==> src/rtl/wptr_full_ctrl.sv <==
// Write-side pointer and flag logic of an async FIFO: binary/Gray write pointer,
// full / almost-full / level estimate against the synced read pointer, sticky overflow.
module wptr_full_ctrl #(
    parameter int ADDRSIZE     = 8,
    parameter int AFULL_MARGIN = 4
) (
    input  logic                wclk,
    input  logic                wrst,
    input  logic                winc,
    input  logic                wovf_clr,
    input  logic [ADDRSIZE:0]   wq2_rptr,
    output logic                wen,
    output logic [ADDRSIZE-1:0] waddr,
    output logic [ADDRSIZE:0]   wptr,
    output logic                wfull,
    output logic                walmost_full,
    output logic [ADDRSIZE:0]   wlevel,
    output logic                woverflow
);

    localparam logic [ADDRSIZE:0] AFULL_TH = (ADDRSIZE+1)'((1 << ADDRSIZE) - AFULL_MARGIN);

    logic [ADDRSIZE:0] wbin_q, wbin_d;
    logic [ADDRSIZE:0] wptr_q, wptr_d;
    logic [ADDRSIZE:0] wlevel_q, wlevel_d;
    logic [ADDRSIZE:0] rbin_s;
    logic              wfull_q, wfull_d;
    logic              wafull_q, wafull_d;
    logic              wovf_q, wovf_d;

    always_comb begin
        wen    = winc & ~wfull_q & ~wrst;
        wbin_d = wbin_q + {{ADDRSIZE{1'b0}}, wen};
        wptr_d = (wbin_d >> 1) ^ wbin_d;

        // Gray-to-binary: each binary bit is the XOR of all Gray bits at or above it.
        rbin_s = '0;
        for (int i = 0; i <= ADDRSIZE; i++)
            rbin_s[i] = ^(wq2_rptr >> i);

        wlevel_d = wbin_d - rbin_s;
        wfull_d  = (wptr_d == {~wq2_rptr[ADDRSIZE:ADDRSIZE-1], wq2_rptr[ADDRSIZE-2:0]});
        wafull_d = (wlevel_d >= AFULL_TH);

        // A blocked write sets overflow even if a clear arrives in the same cycle.
        wovf_d = wovf_q;
        if (winc && wfull_q)
            wovf_d = 1'b1;
        else if (wovf_clr)
            wovf_d = 1'b0;

        if (wrst) begin
            wbin_d   = '0;
            wptr_d   = '0;
            wlevel_d = '0;
            wfull_d  = 1'b0;
            wafull_d = 1'b0;
            wovf_d   = 1'b0;
        end
    end

    always_ff @(posedge wclk) begin
        wbin_q   <= wbin_d;
        wptr_q   <= wptr_d;
        wlevel_q <= wlevel_d;
        wfull_q  <= wfull_d;
        wafull_q <= wafull_d;
        wovf_q   <= wovf_d;
    end

    assign waddr        = wbin_q[ADDRSIZE-1:0];
    assign wptr         = wptr_q;
    assign wfull        = wfull_q;
    assign walmost_full = wafull_q;
    assign wlevel       = wlevel_q;
    assign woverflow    = wovf_q;

endmodule

==> config.mk <==
export PLATFORM = sky130hd
export DESIGN_NAME = wptr_full_ctrl
export DESIGN_NICKNAME = d
export VERILOG_FILES = /design/src/rtl/wptr_full_ctrl.sv
export SDC_FILE = /design/constraint.sdc
export NUM_CORES = 1
export LEC_CHECK = 0
export ABC_AREA = 1
export BUFFER_PORTS_ARGS = -buffer_cell sky130_fd_sc_hd__buf_2
export CORE_MARGIN = 8
export CORE_UTILIZATION = 54
export CTS_CLUSTER_SIZE = 16
export DETAILED_ROUTE_END_ITERATION = 8
export PLACE_DENSITY = 0.8
export REMOVE_ABC_BUFFERS = 1
export SLEW_MARGIN = 10
export SYNTH_ARGS = -nofsm -noshare
export SYNTH_HDL_FRONTEND = slang
export SYNTH_SLANG_ARGS = --single-unit
==> constraint.sdc <==
create_clock -name wclk -period 4 [get_ports wclk]
set_input_delay 0.6 -clock wclk [delete_from_list [all_inputs] [get_ports wclk]]
set_output_delay 0.6 -clock wclk [all_outputs]
set_load 0.1 [all_outputs]
==> flow_summary.json, run 1 <==
{
  "hpwl_um": 3460,
  "cp_cell_sequence": "buf_2 > inv_1 > nand2_1 > nor2_1 > ha_1 > nand3_1 > inv_1 > nand4_1 > nor2_1 > xor2_1 > inv_1 > ha_1 > nand2_1 > nor2_1 > a211oi_1 > nand3_1 > nand2_1 > nor2_2 > o21bai_1",
  "maxCapViolCount": 0,
  "start_util_pct": 55.9,
  "postCtsSetupRepairBufs": 0,
  "clock_latency_ns": 0.34,
  "die-height_um": 74.5,
  "vias": 1822,
  "ios": 43,
  "area_growth_pct": 19.4,
  "path_class": "in -> reg",
  "drive_above_1_share_pct": 19.8,
  "grt_max_degree": 26,
  "crit_path_max_incr_delay_ns": 0.34,
  "root_buffer": "clkbuf_4",
  "setup_violations": 0,
  "tightest_slew_ns": 0.497,
  "fmax_mhz": 318,
  "fp-row-count": 21,
  "critPathArrivalTime_ns": 3.38,
  "dr.pass1.iters": 4,
  "h-tree-depth": 2,
  "cellPowerDensity_nw_per_um2": 402,
  "fin_crit_sh_pct": 78.6,
  "n_antenna_cell": 0,
  "drt-total-wl_um": 4220,
  "cts_buffers": 5,
  "hold_depth": 2,
  "endpoint_kind": "register",
  "hp-class": "reg -> reg",
  "cts_tree": "done",
  "cp_max_fo": 4,
  "cts.repair.resized": 0,
  "layout_common_cells": "90 x nand2_1, 42 x buf_2, 35 x inv_1, 30 x nor2_1, 29 x dfxtp_1",
  "seq_area_frac_synth_pct": 31.4,
  "syn_inst": 280,
  "clock_path_buffers": 2,
  "cp.required_ns": 4.23,
  "wl_per_cell_um": 11.3,
  "drt.antenna.violating_nets": 0,
  "utilization_pct": 66.7,
  "start_kind": "primary input",
  "synth_area_leader_cell": "dfxtp_1",
  "clock_skew_ns": 0.00934,
  "p_leak_nw": 1.28,
  "rsz0062_at_grt": "no",
  "cp.depth": 19,
  "first_global_vias": 1720,
  "synthTopCellsByArea": "dfxtp_1 31%, nand2_1 18%, inv_1 7.1%",
  "grt_overflow": 0,
  "vias_per_cell": 4.86,
  "place.port_buffers": 42,
  "worstRegToRegCells": 16,
  "ctsHoldBuffers": 0,
  "ys_ff_latch": 29,
  "drc_errors": 0,
  "grt_pass1_wl_um": 7400,
  "yosysTopAreaCellShare_pct": 31.4,
  "synthesis.area_sq_um": 1850,
  "placedInstanceArea_sq_um": 2120,
  "drv_slew": 0,
  "cp_slowest_cell": "xor2_1",
  "path_clk_slew_ns": 0.10,
  "dieArea_sq_um": 5560,
  "hold_viol": 0,
  "relSlewSlack_pct": 67.1,
  "status": "finished clean",
  "timing.hold.ws_ns": 0.462,
  "worst_path_dominant_cell_family": "simple AND/OR/NAND/NOR gates",
  "irDropWorstVdd_v": 0.000200,
  "grtUsageTotal_pct": 17.2,
  "synthDistinctLibCells": 24,
  "gp_congestion": 0.864,
  "cts_num_sinks": 29,
  "drtIter0Drc": 92,
  "core_area_sq_um": 3310,
  "fin_area_sq_um": 2210,
  "yosysWarnings": 0,
  "worstPathBufferInverterCount": 4,
  "die_w_um": 74.5,
  "period_needed_ns": 3.14,
  "avgSynthCellArea_sq_um": 6.61,
  "fin_nets": 352,
  "final_common_cell": "nand2_1",
  "grt_antenna_before_repair": 0
}
[worst paths after layout]
check,end,from,slack [ns]
worst max-delay path,walmost_full,wrst,0.86
worst min-delay path,woverflow,woverflow,0.46
worst max register to register,walmost_full,wfull,1.08
worst min register to register,woverflow,woverflow,0.46
[sequential cells by signal (all words and copies together), names as in the netlist]
name,count
wptr,8
wfull,1
woverflow,1
walmost_full,1
wlevel,9
wbin_q,9
[cells in the mapped netlist]
| cell | instances |
|---|---|
| nand2_1 | 90 |
| inv_1 | 35 |
| nor2_1 | 30 |
| dfxtp_1 | 29 |
| nand3_1 | 26 |
| xor2_1 | 11 |
| ha_1 | 10 |
| xnor2_1 | 8 |
| a21oi_1 | 7 |
| nand2_2 | 4 |
| nand3b_1 | 4 |
| nand4_1 | 4 |
| inv_2 | 3 |
| o21bai_1 | 3 |
| a211oi_1 | 2 |
| clkbuf_1 | 2 |
| nand3_2 | 2 |
| nor2_2 | 2 |
| or2_0 | 2 |
| or2_2 | 2 |
| buf_2 | 1 |
| fa_1 | 1 |
| o22ai_1 | 1 |
| or2_1 | 1 |
[worst register-to-register path, delay by kind of cell, from the launching register on]
kind / cells / cell delay [ns]
AND/OR/NAND/NOR: 9 / 0.97
buffers and inverters: 2 / 0.20
adder cells (fa/ha/maj): 2 / 0.52
XOR/XNOR: 1 / 0.35
AO/OA/AOI/OAI: 2 / 0.41
flip-flops: 1 / 0.34
[cell families (layout without fill, tap and decap cells)]
kind of cell | count (synthesis) | count (layout) | synth area share, %
fa+ha+maj | 11 | 11 | 7.84
xor+xnor | 19 | 19 | 8.99
flops | 29 | 29 | 31.4
buf+inv | 41 | 90 | 8.38
simple gates | 167 | 167 | 39.1
compound gates | 13 | 13 | 4.26
[area by class of cell]
| class | count | area [sq um] |
|---|---|---|
| repair buffers | 44 | 225 |
| flip-flops and latches | 29 | 581 |
| multi-input cells | 210 | 1110 |
| inverters | 38 | 143 |
| clock buffers | 6 | 51.3 |
| fillers | 323 | 1100 |
| clock inverters | 2 | 37.5 |
| well taps | 46 | 57.6 |
[power by group]
group,total [mW],internal [mW],switching [mW]
logic,0.318,0.0727,0.245
clock network,0.259,0.148,0.110
registers,0.311,0.307,0.00406
total,0.888,0.528,0.360
[routing by layer]
metal	part of all wire, %	global-route usage, %	up-vias
met4	1.6	6.96	0
met5	0	0	-
met1	46	21.3	798
met2	45	27.1	43
li1	-	-	974
met3	7.9	5.12	7
[per-stage QoR]
step | TNS, ns | worst slack (ns) | power [mW] | cells
after floorplan | -0.751 | -0.413 | 0.577 | 277
after global placement | 0 | 0.743 | 0.631 | 367
after detailed placement | 0 | 0.536 | 0.636 | 367
after CTS | 0 | 0.879 | 0.895 | 375
after global routing | 0 | 0.583 | 0.941 | 375
final | 0 | 0.856 | 0.888 | 375
(Power assumes the default switching activity.)
==> run 2, diff against run 1 <==
Settings changed: CORE_UTILIZATION 54 to 48, PLACE_DENSITY 0.8 to 0.75.
Clock period 4 ns to 2.7 ns, I/O delays scaled along.
==> flow_summary.json, run 2 (synthesis results as in run 1) <==
{
  "status": "finished clean",
  "first_global_vias": 1781,
  "grt_max_degree": 26,
  "period_needed_ns": 2.55,
  "fin_nets": 369,
  "setup_violations": 0,
  "grt_overflow": 0,
  "fin_ws_ns": 0.152,
  "area_growth_pct": 31.4,
  "p_leak_nw": 1.38,
  "core_area_sq_um": 3690,
  "rsz0062_at_grt": "yes",
  "cp.required_ns": 2.86,
  "hold_depth": 4,
  "cts_num_sinks": 29,
  "final_common_cell": "nand2_1",
  "maxCapViolCount": 0,
  "clock_path_buffers": 2,
  "drv_slew": 0,
  "drive_above_1_share_pct": 27.2,
  "clock_latency_ns": 0.28,
  "hpwl_um": 3700,
  "grt_pass1_wl_um": 7890,
  "hold_viol": 0,
  "cts_buffers": 5,
  "grtUsageTotal_pct": 15.6,
  "die-height_um": 78.1,
  "start_kind": "primary input",
  "h-tree-depth": 2,
  "hold_path_end": "woverflow",
  "reg2reg_slack_ns": 0.16,
  "layout_common_cells": "88 x nand2_1, 41 x buf_2, 32 x inv_1, 28 x nor2_1, 28 x dfxtp_1",
  "utilization_pct": 65.9,
  "path_clk_slew_ns": 0.06,
  "drc_errors": 0,
  "drt.antenna.violating_nets": 0,
  "wl_per_cell_um": 11.8,
  "fp-row-count": 22,
  "root_buffer": "clkbuf_8",
  "vias_per_cell": 4.85,
  "hp-class": "in -> reg",
  "path_class": "in -> reg",
  "irDropWorstVdd_v": 0.000316,
  "ios": 43,
  "drt-total-wl_um": 4650,
  "gp_congestion": 0.895,
  "cts_tree": "done",
  "place.port_buffers": 42,
  "dieArea_sq_um": 6100,
  "clock_skew_ns": 0.0112,
  "vias": 1906,
  "ctsHoldBuffers": 0,
  "die_w_um": 78.1,
  "fmax_mhz": 392,
  "tightest_slew_ns": 0.490,
  "grt_antenna_before_repair": 0,
  "endpoint_kind": "register",
  "cp_max_fo": 3,
  "dr.pass1.iters": 4,
  "worstReg2RegEnd": "walmost_full",
  "hp-start": "wovf_clr",
  "drtIter0Drc": 79,
  "cellPowerDensity_nw_per_um2": 572,
  "critPathArrivalTime_ns": 2.71,
  "finalSetupTns_ns": 0,
  "worstRegToRegCells": 16,
  "fin_crit_sh_pct": 94.4,
  "start_util_pct": 50.2,
  "n_antenna_cell": 0,
  "relSlewSlack_pct": 67.5,
  "r2r_start": "wfull",
  "pre_cts_ws_ns": -0.243
}
-- run 2: cell types whose count changed in the layout (fill, tap and decap cells not counted), moves of 2 or more --
| cell | previous run | this run |
|---|---|---|
| buf_4 | 2 | 19 |
| clkbuf_4 | 5 | 0 |
| clkbuf_8 | 1 | 5 |
| inv_1 | 35 | 32 |
| nand2_4 | 0 | 3 |
| ha_1 | 10 | 8 |
| inv_2 | 3 | 5 |
| nand2_1 | 90 | 88 |
| nor2_1 | 30 | 28 |
| nor2_4 | 0 | 2 |
-- run 2: stage by stage --
step	hold WS, ns	total power [mW]	std cells	area, sq um
final	0.376	1.39	393	2430
after detailed placement	0.471	0.957	383	2230
after global routing	0.389	1.47	393	2430
after global placement	0.445	0.951	383	2230
after CTS	0.377	1.39	390	2330
after floorplan	0.472	0.855	277	1840
-- run 2: how the worst max path moves through the flow --
stage / endpoint / cells after the start / from / slack [ns]
after global routing: walmost_full / 16 / wfull / -0.04
after CTS: walmost_full / 19 / wrst / 0.03
after floorplan: walmost_full / 16 / wfull / -1.71
after global placement: walmost_full / 19 / wrst / -0.16
after detailed placement: walmost_full / 19 / wrst / -0.24
final: walmost_full / 19 / wrst / 0.15
-- run 2: metal layers --
layer | global-route usage (%) | part of all wire (%)
met5 | 0 | 0
met4 | 4.26 | 1.8
met3 | 5.13 | 7.6
met2 | 26.6 | 46
met1 | 18.4 | 44
-- run 2: what timing repair did --
action                                  4_1_cts  5_1_grt
pin swaps                                     0        9
gates resized for setup                       1       20
endpoints found under the setup margin        1        2
setup buffers                                 0        3
-- run 2: worst max-delay path, cell delays in order --
cell and delay [ns]:
buf_6 0.10, inv_4 0.06, nand2_4 0.05, nor2_4 0.12, ha_2 0.19, nand3_2 0.09, inv_2 0.07, nand4_1 0.12
nor2_1 0.16, xor2_1 0.20, inv_1 0.12, ha_4 0.28, nand2_4 0.07, nor2_4 0.03, a211oi_2 0.26, nand3_1 0.10
nand2_1 0.09, nor2_2 0.04, o21bai_1 0.14
-- run 2: power by group --
part           internal [mW]  leakage (nW)  switching, mW
Clock                  0.268        0.0540          0.164
Sequential             0.454         0.238        0.00680
Combinational          0.126          1.08          0.373
-- run 2: area by class of cell --
class / count / area, sq um
Inverter: 38 / 145
Fill cell: 341 / 1260
Clock inverter: 2 / 35.0
Multi-Input combinational cell: 210 / 1180
Timing Repair Buffer: 61 / 359
Clock buffer: 5 / 68.8
Tap cell: 48 / 60.1
Sequential cell: 29 / 584
==> run 3, diff against run 2 <==
Settings changed: CORE_ASPECT_RATIO set to 1.25, CORE_UTILIZATION 48 to 54, PLACE_DENSITY 0.75 to 0.8, REMOVE_ABC_BUFFERS 1 to unset.
Clock period 2.7 ns to 2.5 ns, I/O delays scaled along.
==> flow_summary.json, run 3 (synthesis results as in run 1) <==
{
  "layout_common_cells": "86 x nand2_1, 42 x buf_2, 36 x buf_4, 30 x inv_1, 28 x dfxtp_1",
  "fin_nets": 386,
  "hold_depth": 4,
  "grt_max_degree": 26,
  "tightest_slew_ns": 0.497,
  "fp-row-count": 24,
  "fin_crit_sh_pct": 96.4,
  "relSlewSlack_pct": 67.1,
  "netSwitchingFraction_pct": 40.7,
  "cts_num_sinks": 29,
  "worst_path_dominant_cell_family": "simple AND/OR/NAND/NOR gates",
  "fmax_mhz": 415,
  "period_needed_ns": 2.41,
  "place.port_buffers": 42,
  "gp_congestion": 0.879,
  "synth_nets": 304,
  "die-height_um": 81.5,
  "grt_overflow": 0,
  "n_antenna_cell": 0,
  "die_w_um": 68.4,
  "clock_skew_ns": 0.00908,
  "cp_max_fo": 3,
  "drt.antenna.violating_nets": 0,
  "drtIter0Drc": 109,
  "power.share.combinational_pct": 38.5,
  "hp-class": "in -> reg",
  "cts_tree": "done",
  "p_int_mw": 0.904,
  "ios": 43,
  "power.switching_mw": 0.620,
  "wl_per_cell_um": 13.4,
  "pre_cts_ws_ns": -0.288,
  "root_buffer": "clkbuf_8",
  "drive_above_1_share_pct": 34.4,
  "drc_errors": 0,
  "path_clk_slew_ns": 0.07,
  "utilization_pct": 76.9,
  "cp.required_ns": 2.69,
  "vias": 2051,
  "h-tree-depth": 2,
  "irDropWorstVdd_v": 0.000726,
  "core_area_sq_um": 3390,
  "worstRegToRegCells": 16,
  "p_leak_nw": 1.44,
  "vias_per_cell": 5.10,
  "share_clk_of_total_power_pct": 28.8,
  "seq_power_share_pct": 32.7,
  "cp_slowest_cell": "dfxtp_4",
  "path_class": "reg -> reg",
  "rsz0062_at_grt": "yes",
  "cellPowerDensity_nw_per_um2": 584,
  "dr.pass1.iters": 4,
  "drt-total-wl_um": 5390,
  "cp.depth": 16,
  "fin_ws_ns": 0.0900,
  "setup_violations": 0,
  "hpwl_um": 4270,
  "maxCapViolCount": 0,
  "worstPathBufferInverterCount": 2,
  "grt_pass1_wl_um": 8340,
  "start_util_pct": 54.5,
  "clock_latency_ns": 0.29,
  "crit_path_max_incr_delay_ns": 0.35,
  "drv_slew": 0,
  "start_kind": "register",
  "area_growth_pct": 41.0,
  "cts_buffers": 5,
  "endpoint_kind": "register",
  "hold_viol": 0,
  "grtUsageTotal_pct": 19.5,
  "cp_cell_sequence": "nor2_4 > ha_2 > nand3_2 > inv_2 > nand4_1 > nor2_1 > xor2_1 > inv_2 > ha_4 > nand2_4 > nor2_2 > a211oi_2 > nand3_1 > nand2_1 > nor2_2 > o21bai_1",
  "first_global_vias": 1988,
  "clock_path_buffers": 2,
  "fillCellCount": 257,
  "critPathArrivalTime_ns": 2.60,
  "finalSetupTns_ns": 0,
  "final_common_cell": "nand2_1",
  "grt_antenna_before_repair": 0,
  "dieArea_sq_um": 5570,
  "status": "finished clean"
}
-- run 3: changes by cell type in the layout (fill, tap and decap cells not counted), sizes merged --
cell and change:
buf +17, clkbuf +2, bufinv -1
-- run 3: routing by layer --
metal	global-route usage, %	vias to the layer above	part of all wire, %
met3	4.37	25	6.0
met5	0	-	0
met1	18.0	908	37
met4	9.86	0	3.8
met2	38.0	83	53
li1	-	1035	-
-- run 3: path summary, 6_finish.rpt --
check | end | slack, ns | from
max | walmost_full | 0.09 | wfull
min | woverflow | 0.33 | wovf_clr
max reg2reg | walmost_full | 0.09 | wfull
min reg2reg | woverflow | 0.46 | woverflow
-- run 3: final cells by class --
| class | count | area, sq um | area share [%] |
|---|---|---|---|
| clock inverter | 1 | 5.00 | 0.192 |
| clock buffer | 7 | 96.3 | 3.69 |
| sequential | 29 | 584 | 22.4 |
| inverter | 38 | 148 | 5.66 |
| tap | 39 | 48.8 | 1.87 |
| timing repair buffer | 78 | 480 | 18.4 |
| multi-input combinational | 210 | 1250 | 47.8 |
-- run 3: per-stage QoR --
step / hold slack [ns] / cells / area (sq um) / power, mW
3_3_place_gp: 0.443 / 393 / 2410 / 1.06
2_1_floorplan: 0.513 / 280 / 1920 / 0.937
6_report: 0.327 / 402 / 2610 / 1.52
5_1_grt: 0.358 / 402 / 2610 / 1.59
4_1_cts: 0.323 / 401 / 2520 / 1.51
3_5_place_dp: 0.451 / 393 / 2410 / 1.07
-- run 3: power by group through the flow --
| stage | clock (mW) | combinational [mW] | sequential [mW] |
|---|---|---|---|
| final | 0.439 | 0.587 | 0.498 |
| after CTS | 0.441 | 0.567 | 0.498 |
| after global placement | 0 | 0.551 | 0.508 |
| after detailed placement | 0 | 0.566 | 0.508 |
| after floorplan | 0 | 0.213 | 0.724 |
| after global routing | 0.457 | 0.629 | 0.500 |
-- run 3: repair_timing --
item / CTS / global route
hold buffers: 0 / 0
endpoints found under the setup margin: 1 / 4
resized for setup: 1 / 18
pin swaps: 0 / 15
buffers inserted: 0 / 1
-- run 3: worst reg2reg max path: stages, from the launching register on --
cell and delay [ns]:
dfxtp_4 0.35, nor2_4 0.16, ha_2 0.19, nand3_2 0.09
inv_2 0.07, nand4_1 0.09, nor2_1 0.14, xor2_1 0.23
inv_2 0.09, ha_4 0.25, nand2_4 0.07, nor2_2 0.04
a211oi_2 0.20, nand3_1 0.11, nand2_1 0.08, nor2_2 0.04
o21bai_1 0.14
